### src/rtl/haz_pkg.sv
// haz_pkg: shared definitions for the EX-stage hazard controller.
//   haz_state_t : stall FSM states (S_RUN, S_MC_WAIT)
//   FWD_*       : EX operand forward-select encodings
//   fwd_sel()   : forwarding priority rule for one EX source operand
package haz_pkg;

    typedef enum logic {
        S_RUN     = 1'b0,
        S_MC_WAIT = 1'b1
    } haz_state_t;

    localparam logic [1:0] FWD_RF    = 2'd0;
    localparam logic [1:0] FWD_MEMWB = 2'd1;
    localparam logic [1:0] FWD_EXMEM = 2'd2;

    // The younger producer (EX/MEM) wins over MEM/WB; x0 is never forwarded.
    function automatic logic [1:0] fwd_sel(
        input logic [4:0] rs,
        input logic [4:0] rd_exmem,
        input logic       we_exmem,
        input logic [4:0] rd_memwb,
        input logic       we_memwb
    );
        if (we_exmem && (rd_exmem != 5'd0) && (rd_exmem == rs)) return FWD_EXMEM;
        if (we_memwb && (rd_memwb != 5'd0) && (rd_memwb == rs)) return FWD_MEMWB;
        return FWD_RF;
    endfunction

endpackage

### src/rtl/ex_hazard_ctrl_fwd_unit.sv
// fwd_unit: purely combinational EX operand forwarding selects.
// Ports:
//   rs1_IDEX, rs2_IDEX         : source registers of the instruction in EX
//   rd_EXMEM, RegWrite_EXMEM   : destination / write enable of the MEM instruction
//   rd_MEMWB, RegWrite_MEMWB   : destination / write enable of the WB instruction
//   ForwardA, ForwardB         : 0=register file, 1=MEM/WB data, 2=EX/MEM ALU result
module fwd_unit
    import haz_pkg::*;
(
    input  logic [4:0] rs1_IDEX,
    input  logic [4:0] rs2_IDEX,
    input  logic [4:0] rd_EXMEM,
    input  logic       RegWrite_EXMEM,
    input  logic [4:0] rd_MEMWB,
    input  logic       RegWrite_MEMWB,
    output logic [1:0] ForwardA,
    output logic [1:0] ForwardB
);

    always_comb begin
        ForwardA = fwd_sel(rs1_IDEX, rd_EXMEM, RegWrite_EXMEM, rd_MEMWB, RegWrite_MEMWB);
        ForwardB = fwd_sel(rs2_IDEX, rd_EXMEM, RegWrite_EXMEM, rd_MEMWB, RegWrite_MEMWB);
    end

endmodule

### src/rtl/ex_hazard_ctrl.sv
// ex_hazard_ctrl: hazard controller for the EX stage of the 5-stage RISC-V core.
// Forwarding selects, load-use bubbles, taken-branch flushes and a stall FSM
// that holds the pipeline while the multi-cycle EX unit (MUL/DIV) works.
// Parameters:
//   MC_TIMEOUT : max S_MC_WAIT cycles before aborting with mc_err
//   CNT_W      : performance counter width (only with HAZ_PERF_CNT_EN)
// Ports:
//   clk, rst_n                        : clock, asynchronous active-low reset
//   rs1_IFID, rs2_IFID                : sources of the instruction in ID
//   rs1_IDEX, rs2_IDEX, rd_IDEX       : sources/destination of the instruction in EX
//   memRead_IDEX, mc_req_IDEX         : EX instruction is a load / needs the MC unit
//   rd_EXMEM, RegWrite_EXMEM          : MEM-stage destination and write enable
//   branch_EXMEM, zero_EXMEM          : branch resolution in MEM (taken = both set)
//   rd_MEMWB, RegWrite_MEMWB          : WB-stage destination and write enable
//   mc_done                           : MC unit result valid (1-cycle pulse)
//   ForwardA, ForwardB                : EX operand selects
//   pc_write, ifid_write              : PC / IF-ID register enables
//   ifid_flush, idex_flush, exmem_flush : load a bubble into that register
//   idex_hold                         : hold the ID/EX register contents
//   pc_src                            : select branch target PC_EXMEM
//   mc_start                          : one-cycle launch pulse to the MC unit
//   mc_busy                           : FSM is in S_MC_WAIT (also the FSM state view)
//   mc_err                            : sticky timeout flag, cleared only by reset
// Optional: macro HAZ_PERF_CNT_EN adds stall_cycles, flush_events, mc_ops.
//
// MC unit handshake: mc_start is a single-cycle launch with no backpressure
// (the unit must accept it); mc_done is a single-cycle completion pulse that is
// only honoured while in S_MC_WAIT and ignored in S_RUN.
module ex_hazard_ctrl
    import haz_pkg::*;
#(
    parameter int MC_TIMEOUT = 64
`ifdef HAZ_PERF_CNT_EN
    ,
    parameter int CNT_W = 32
`endif
) (
    input  logic       clk,
    input  logic       rst_n,
    input  logic [4:0] rs1_IFID,
    input  logic [4:0] rs2_IFID,
    input  logic [4:0] rs1_IDEX,
    input  logic [4:0] rs2_IDEX,
    input  logic [4:0] rd_IDEX,
    input  logic       memRead_IDEX,
    input  logic       mc_req_IDEX,
    input  logic [4:0] rd_EXMEM,
    input  logic       RegWrite_EXMEM,
    input  logic       branch_EXMEM,
    input  logic       zero_EXMEM,
    input  logic [4:0] rd_MEMWB,
    input  logic       RegWrite_MEMWB,
    input  logic       mc_done,
    output logic [1:0] ForwardA,
    output logic [1:0] ForwardB,
    output logic       pc_write,
    output logic       ifid_write,
    output logic       ifid_flush,
    output logic       idex_flush,
    output logic       exmem_flush,
    output logic       idex_hold,
    output logic       pc_src,
    output logic       mc_start,
    output logic       mc_busy,
`ifdef HAZ_PERF_CNT_EN
    output logic [CNT_W-1:0] stall_cycles,
    output logic [CNT_W-1:0] flush_events,
    output logic [CNT_W-1:0] mc_ops,
`endif
    output logic       mc_err
);

    localparam int TW = (MC_TIMEOUT > 2) ? $clog2(MC_TIMEOUT) : 1;
    localparam logic [TW-1:0] TO_LAST = TW'(MC_TIMEOUT - 1);

    haz_state_t    state, state_nxt;
    logic [TW-1:0] to_cnt, to_cnt_nxt;
    logic          skip_req, skip_nxt;
    logic          err_set;
    logic          taken, load_use, timed_out;

    fwd_unit u_fwd (
        .rs1_IDEX       (rs1_IDEX),
        .rs2_IDEX       (rs2_IDEX),
        .rd_EXMEM       (rd_EXMEM),
        .RegWrite_EXMEM (RegWrite_EXMEM),
        .rd_MEMWB       (rd_MEMWB),
        .RegWrite_MEMWB (RegWrite_MEMWB),
        .ForwardA       (ForwardA),
        .ForwardB       (ForwardB)
    );

    assign taken     = branch_EXMEM & zero_EXMEM;
    assign load_use  = memRead_IDEX && (rd_IDEX != 5'd0) &&
                       ((rd_IDEX == rs1_IFID) || (rd_IDEX == rs2_IFID));
    assign timed_out = (to_cnt == TO_LAST);

    always_comb begin
        state_nxt   = state;
        to_cnt_nxt  = to_cnt;
        skip_nxt    = 1'b0;
        err_set     = 1'b0;
        pc_write    = 1'b1;
        ifid_write  = 1'b1;
        ifid_flush  = 1'b0;
        idex_flush  = 1'b0;
        exmem_flush = 1'b0;
        idex_hold   = 1'b0;
        pc_src      = 1'b0;
        mc_start    = 1'b0;
        mc_busy     = (state == S_MC_WAIT);

        if (taken) begin
            // Taken branch beats everything, including an in-flight MC op.
            pc_src      = 1'b1;
            ifid_flush  = 1'b1;
            idex_flush  = 1'b1;
            exmem_flush = 1'b1;
            state_nxt   = S_RUN;
            to_cnt_nxt  = '0;
        end else begin
            case (state)
                S_RUN: begin
                    to_cnt_nxt = '0;
                    // skip_req masks the op that just completed, which is
                    // still visible on mc_req_IDEX for one cycle.
                    if (mc_req_IDEX && !skip_req) begin
                        mc_start  = 1'b1;
                        state_nxt = S_MC_WAIT;
                    end else if (load_use) begin
                        pc_write   = 1'b0;
                        ifid_write = 1'b0;
                        idex_flush = 1'b1;
                    end
                end
                S_MC_WAIT: begin
                    // Completion or timeout releases the stall in this same
                    // cycle; done wins over a coincident timeout.
                    if (mc_done || timed_out) begin
                        state_nxt  = S_RUN;
                        to_cnt_nxt = '0;
                        skip_nxt   = 1'b1;
                        err_set    = !mc_done;
                    end else begin
                        pc_write    = 1'b0;
                        ifid_write  = 1'b0;
                        idex_hold   = 1'b1;
                        exmem_flush = 1'b1;
                        to_cnt_nxt  = to_cnt + 1'b1;
                    end
                end
                default: state_nxt = S_RUN;
            endcase
        end
    end

    always_ff @(posedge clk or negedge rst_n) begin
        if (!rst_n) begin
            state    <= S_RUN;
            to_cnt   <= '0;
            skip_req <= 1'b0;
            mc_err   <= 1'b0;
        end else begin
            state    <= state_nxt;
            to_cnt   <= to_cnt_nxt;
            skip_req <= skip_nxt;
            if (err_set) mc_err <= 1'b1;
        end
    end

`ifdef HAZ_PERF_CNT_EN
    // Saturating event counters.
    always_ff @(posedge clk or negedge rst_n) begin
        if (!rst_n) begin
            stall_cycles <= '0;
            flush_events <= '0;
            mc_ops       <= '0;
        end else begin
            if (!pc_write && (stall_cycles != '1)) stall_cycles <= stall_cycles + 1'b1;
            if (taken && (flush_events != '1))     flush_events <= flush_events + 1'b1;
            if (mc_start && (mc_ops != '1))        mc_ops       <= mc_ops + 1'b1;
        end
    end
`endif

endmodule

### config.mk
export PLATFORM = sky130hd
export DESIGN_NAME = ex_hazard_ctrl
export DESIGN_NICKNAME = d
export VERILOG_FILES = /design/src/rtl/haz_pkg.sv /design/src/rtl/ex_hazard_ctrl_fwd_unit.sv /design/src/rtl/ex_hazard_ctrl.sv
export SDC_FILE = /design/constraint.sdc
export NUM_CORES = 1
export LEC_CHECK = 0
export BUFFER_PORTS_ARGS = -buffer_cell sky130_fd_sc_hd__buf_2
export CAP_MARGIN = 20
export CORE_MARGIN = 8
export CORE_UTILIZATION = 35
export DETAILED_ROUTE_END_ITERATION = 8
export MAX_ROUTING_LAYER = met4
export PLACE_DENSITY = 0.76
export SKIP_LAST_GASP = 1
export SYNTH_ARGS = -nofsm -noshare
export SYNTH_HDL_FRONTEND = slang
export SYNTH_HIERARCHICAL = 1
export SYNTH_SLANG_ARGS = --single-unit
export TNS_END_PERCENT = 100
### constraint.sdc
create_clock -name clk -period 1.85 [get_ports clk]
set_input_delay 0.2775 -clock clk [delete_from_list [all_inputs] [get_ports clk]]
set_output_delay 0.2775 -clock clk [all_outputs]
set_load 0.02 [all_outputs]
== Word level (Yosys, flattened, before mapping) ==
Index checks and enable logic that the tools add are counted.
W data, S select, Z words.
Word-level totals
  register bits: 9
  bits of input ports: 44
  output and inout bits: 14
  logic and storage cells: 71
Cells by class
  add/sub/neg operators: 1
  equality and inequality tests: 7
  muxes and demuxes: 41
  bitwise operators: 2
  reductions and logical operators: 16
Operators with widths (number)
  $eq A5 B5 Y1: 6
  $mux W1: 28
  $mux W2: 8
  $reduce_bool A5 Y1: 3
  $mux W6: 2
  $pmux W6 S2: 1
  $logic_and A1 B1 Y1: 9
  $add A6 B1 Y6 const B: 1
  $eq A6 B6 Y1 const B: 1
  $pmux W1 S2: 2
  $logic_not A1 Y1: 2
  $logic_or A1 B1 Y1: 2
  $and A1 B1 Y1: 1
  $not A1 Y1: 1

== Longest topological paths before layout ==
  depth in word-level cells: 7
  depth in mapped cells: 6
  depth with buffers taken out: 6

== Hierarchy ==
The synthesis kept the hierarchy.
By module, submodules not included
  ex_hazard_ctrl: times used 1, cells an instance 62, area an instance 569.3 um2, seq. area each 225.2 um2
  fwd_unit: times used 1, cells an instance 34, area an instance 270.3 um2, seq. area each 0.0 um2

== Worst setup path before layout ==
OpenSTA, ideal clock, no wires.
  path kind: input-to-output
  from: input port rd_EXMEM[1]
  to: output port ForwardB[0]
  arrival: 1.626 ns
  required time: 1.572 ns
  path slack: -0.053 ns
  cell stages on the path: 4
  path buffers: 0
  path through: or4_1 -> o21ai_2 -> nor4_1 -> nor4_2
On the way
  word-level cells in the longest chain between the ends: 5
  elaborated cells on any way between the ends: 6
  those cells by class: eq/ne: 1; mux: 2; reduce/logical: 3
Ends and longest elaborated chain
  start, declared: RTL line ex_hazard_ctrl.sv:47  | input logic [4:0] rd_EXMEM,
  $reduce_bool A5 Y1: RTL line haz_pkg.sv:24  | if (we_exmem && (rd_exmem != 5'd0) && (rd_exmem == rs)) return FWD_EXMEM;
  $logic_and A1 B1 Y1: RTL line haz_pkg.sv:24
  $logic_and A1 B1 Y1 (*): RTL line haz_pkg.sv:24
  $mux W1 (*): RTL line haz_pkg.sv:24
  $mux W2 (*): RTL line haz_pkg.sv:25  | if (we_memwb && (rd_memwb != 5'd0) && (rd_memwb == rs)) return FWD_MEMWB;
  end, declared: RTL line ex_hazard_ctrl.sv:55  | output logic [1:0] ForwardB,
Mark *: on every way between the ends. The rest lies on a longest branch, timed or not.

== Final worst setup path ==
  from: register to_cnt[0]
  to: output port ifid_write
On the way
  word-level cells in the longest chain between the ends: 5
Ends and longest elaborated chain
  start, declared: RTL line ex_hazard_ctrl.sv:77  | logic [TW-1:0] to_cnt, to_cnt_nxt;
  start signal, assigned: RTL line ex_hazard_ctrl.sv:165  | to_cnt <= to_cnt_nxt;
  $eq A6 B6 Y1: RTL line ex_hazard_ctrl.sv:96  | assign timed_out = (to_cnt == TO_LAST);
  $logic_or A1 B1 Y1: RTL line ex_hazard_ctrl.sv:139  | if (mc_done || timed_out) begin
  $mux W1: RTL line ex_hazard_ctrl.sv:139
  $pmux W1 S2: RTL line ex_hazard_ctrl.sv:122  | case (state)
  $mux W1: RTL line ex_hazard_ctrl.sv:113  | if (taken) begin
  end, declared: RTL line ex_hazard_ctrl.sv:57  | output logic ifid_write,
No other way between the ends.

==> flow_summary.json <==
{
  "startpoint": "to_cnt[0]$_DFF_PN0_",
  "die_width_um": 65.0,
  "n_fill_cell": 202,
  "n_antenna_cell": 0,
  "synth_top_cell_by_area": "dfrtp_1",
  "worstSetupPathType": "reg2out",
  "cts-root-buf": "clkbuf_4",
  "final_util_pct": 57.4,
  "synth.most_common_cell": "xnor2_1",
  "start_util_pct": 37.6,
  "fin_crit_ns": 1.83,
  "final_hold_viol_count": 0,
  "firstDrtPassIters": 4,
  "p_per_area_nw_per_um2": 482,
  "vdd_drop_max_v": 0.000497,
  "clock_latency_ns": 0.25,
  "drive_above_1_share_pct": 51.5,
  "reg2reg_slack_ns": 0.45,
  "synth.top_cells.by_area": "dfrtp_1 (27%), xnor2_1 (19%), xor2_1 (17%)",
  "nets": 209,
  "cts_buffer_depth": 2,
  "dieArea_sq_um": 4220,
  "crit-reg2reg-launch": "to_cnt[0]$_DFF_PN0_",
  "critPathCapture": "ifid_write",
  "multi_input_area_sq_um": 612,
  "grt_antenna_before_repair": 0,
  "drt_iter0_markers": 20,
  "yosysSeqAreaShare_pct": 26.8,
  "cts_tree": "built",
  "wirelength_um": 2720,
  "synth_top_area_share_pct": 26.8,
  "post_synth.cell_area_avg_sq_um": 8.75,
  "rows": 17,
  "overflow": 0,
  "maxCapViolCount": 0,
  "area_growth_pct": 52.6,
  "start_kind": "flip-flop",
  "synthArstFlopShare_pct": 100,
  "hpwlAfterDp_um": 2210,
  "min_period_over_period_pct": 99.1,
  "ctsHtreeMaxLevel": 1,
  "fmax_mhz": 546,
  "yosysWarnings": 6,
  "yosysUniqueCellTypes": 28,
  "synth-main-ff-cell": "dfrtp_1",
  "die_h_um": 65.0,
  "track_usage_pct": 11.9,
  "endpoint_kind": "output pin",
  "portBuffers": 57,
  "grt_pass1_vias": 1017,
  "clkTransAtPathRegs_ns": 0.06,
  "arrival_ns": 1.56,
  "setup_ws_ns": 0.0170,
  "slew_violations": 0,
  "cts.sinks": 9,
  "syn_nets": 141,
  "syn_area_sq_um": 840,
  "rr_worst_depth": 6,
  "ys_seq_elements": 9,
  "required_ns": 1.57,
  "dp_slack_ns": 0.0191,
  "numCtsBuffers": 3,
  "grt_start_max_net_pins": 10,
  "regArea_sq_um": 226,
  "wire_per_inst_um": 14.2,
  "setup_violations": 0,
  "leakage_nw": 0.609,
  "timing.rr.end": "mc_busy$_DFF_PN0_",
  "drcViolationCount": 0,
  "vias_per_cell": 4.88,
  "grt_pass1_wl_um": 4130,
  "ant_nets": 0,
  "path_max_fanout": 3,
  "coreArea_sq_um": 2230,
  "gp_congestion": 0.889,
  "maxSlewHeadroom_pct": 70.8,
  "num_vias": 932,
  "skew_ns": 0.00531,
  "grt_setup_unrepaired": "yes",
  "syn-instance-count": 96,
  "pin_count": 58,
  "synth_edf_count": 0,
  "outcome": "finished, final reports clean",
  "min_path_type": "in2reg",
  "synth_commonest_cells": "xnor2_1 (18), xor2_1 (16), nor2_1 (11)",
  "worst_pin_slew_ns": 0.434
}
[where the power goes]
part,internal (mW),switching (mW)
clock,0.0828,0.0649
combinational,0.129,0.132
sequential,0.205,0.00479
[layout make-up]
| type | instances | share of cell area [%] |
|---|---|---|
| clock buffer | 4 | 2.05 |
| inverter | 4 | 1.27 |
| multi-input combinational | 81 | 47.8 |
| sequential | 9 | 17.7 |
| tap | 28 | 2.73 |
| timing repair buffer | 65 | 28.5 |
[metal layers]
metal  up-vias  GRT usage [%]  part of all wire (%)  wire length [um]
li1        459              -                     -                 -
met1       434           12.1                    41              1110
met2        37           22.5                    53              1430
met3         2           2.75                   5.8               158
met4         0           2.45                  0.41                11
met5         -              -                     0                 0
[layout by cell type, fill, tap and decap left out, types with 2 or more instances in the layout]
cell type / count
nor3_1: 4
inv_2: 2
clkbuf_4: 3
nor2_1: 10
nand2_1: 3
nand4_1: 2
buf_2: 53
buf_4: 9
o31ai_1: 2
nand3_1: 5
nand2_2: 2
xor2_1: 16
dfrtp_1: 8
or4_1: 2
xnor2_1: 18
buf_6: 2
nor4_2: 3
[critical path, stage by stage (launching register included)]
cell     delay (ns)
dfrtp_1        0.39
ha_2           0.22
nand2_2        0.11
nor2_4         0.05
or2_4          0.27
o31a_1         0.14
buf_6          0.14
[kinds of logic (layout without fill, tap and decap cells)]
| group | after synthesis | count (layout) | synth area share, % |
|---|---|---|---|
| XOR/XNOR | 34 | 34 | 35.5 |
| AO/OA/AOI/OAI | 7 | 7 | 6.41 |
| flip-flops | 9 | 9 | 26.8 |
| adder cells (fa/ha/maj) | 1 | 1 | 1.49 |
| buffers and inverters | 6 | 73 | 3.72 |
| AND/OR/NAND/NOR | 39 | 39 | 26.1 |
[per-stage QoR]
step / std cells / TNS [ns] / area, sq um / total power [mW] / hold slack [ns]
6_report: 191 / 0 / 1280 / 0.618 / 0.337
5_1_grt: 191 / -0.0793 / 1280 / 0.657 / 0.365
4_1_cts: 191 / 0 / 1250 / 0.615 / 0.311
3_5_place_dp: 181 / 0 / 1160 / 0.442 / 0.139
3_3_place_gp: 181 / 0 / 1160 / 0.434 / 0.131
2_1_floorplan: 96 / 0 / 841 / 0.338 / -0.0181
[worst min-delay path by stage]
stage	from	end	slack (ns)	cells after the start
2_1_floorplan	rst_n	mc_busy$_DFF_PN0_	-0.02	0
3_3_place_gp	rst_n	skip_req$_DFF_PN0_	0.13	1
3_5_place_dp	rst_n	skip_req$_DFF_PN0_	0.14	1
4_1_cts	mc_done	skip_req$_DFF_PN0_	0.31	3
5_1_grt	mc_done	skip_req$_DFF_PN0_	0.37	3
6_report	mc_done	skip_req$_DFF_PN0_	0.34	3
[registers in the layout (all words and copies together), names as in the netlist]
register  flops
mc_busy       1
mc_err        1
skip_req      1
to_cnt        6
[repair_timing]
item / in CTS / in global routing
hold buffers: 1 / 0
setup buffers: 5 / 0
hold endpoints to repair: 9 / 0
cloned: 0 / 0
gates resized for setup: 6 / 7
setup endpoints to repair: 3 / 4
pin swaps: 3 / 0
(Power assumes the default switching activity.)
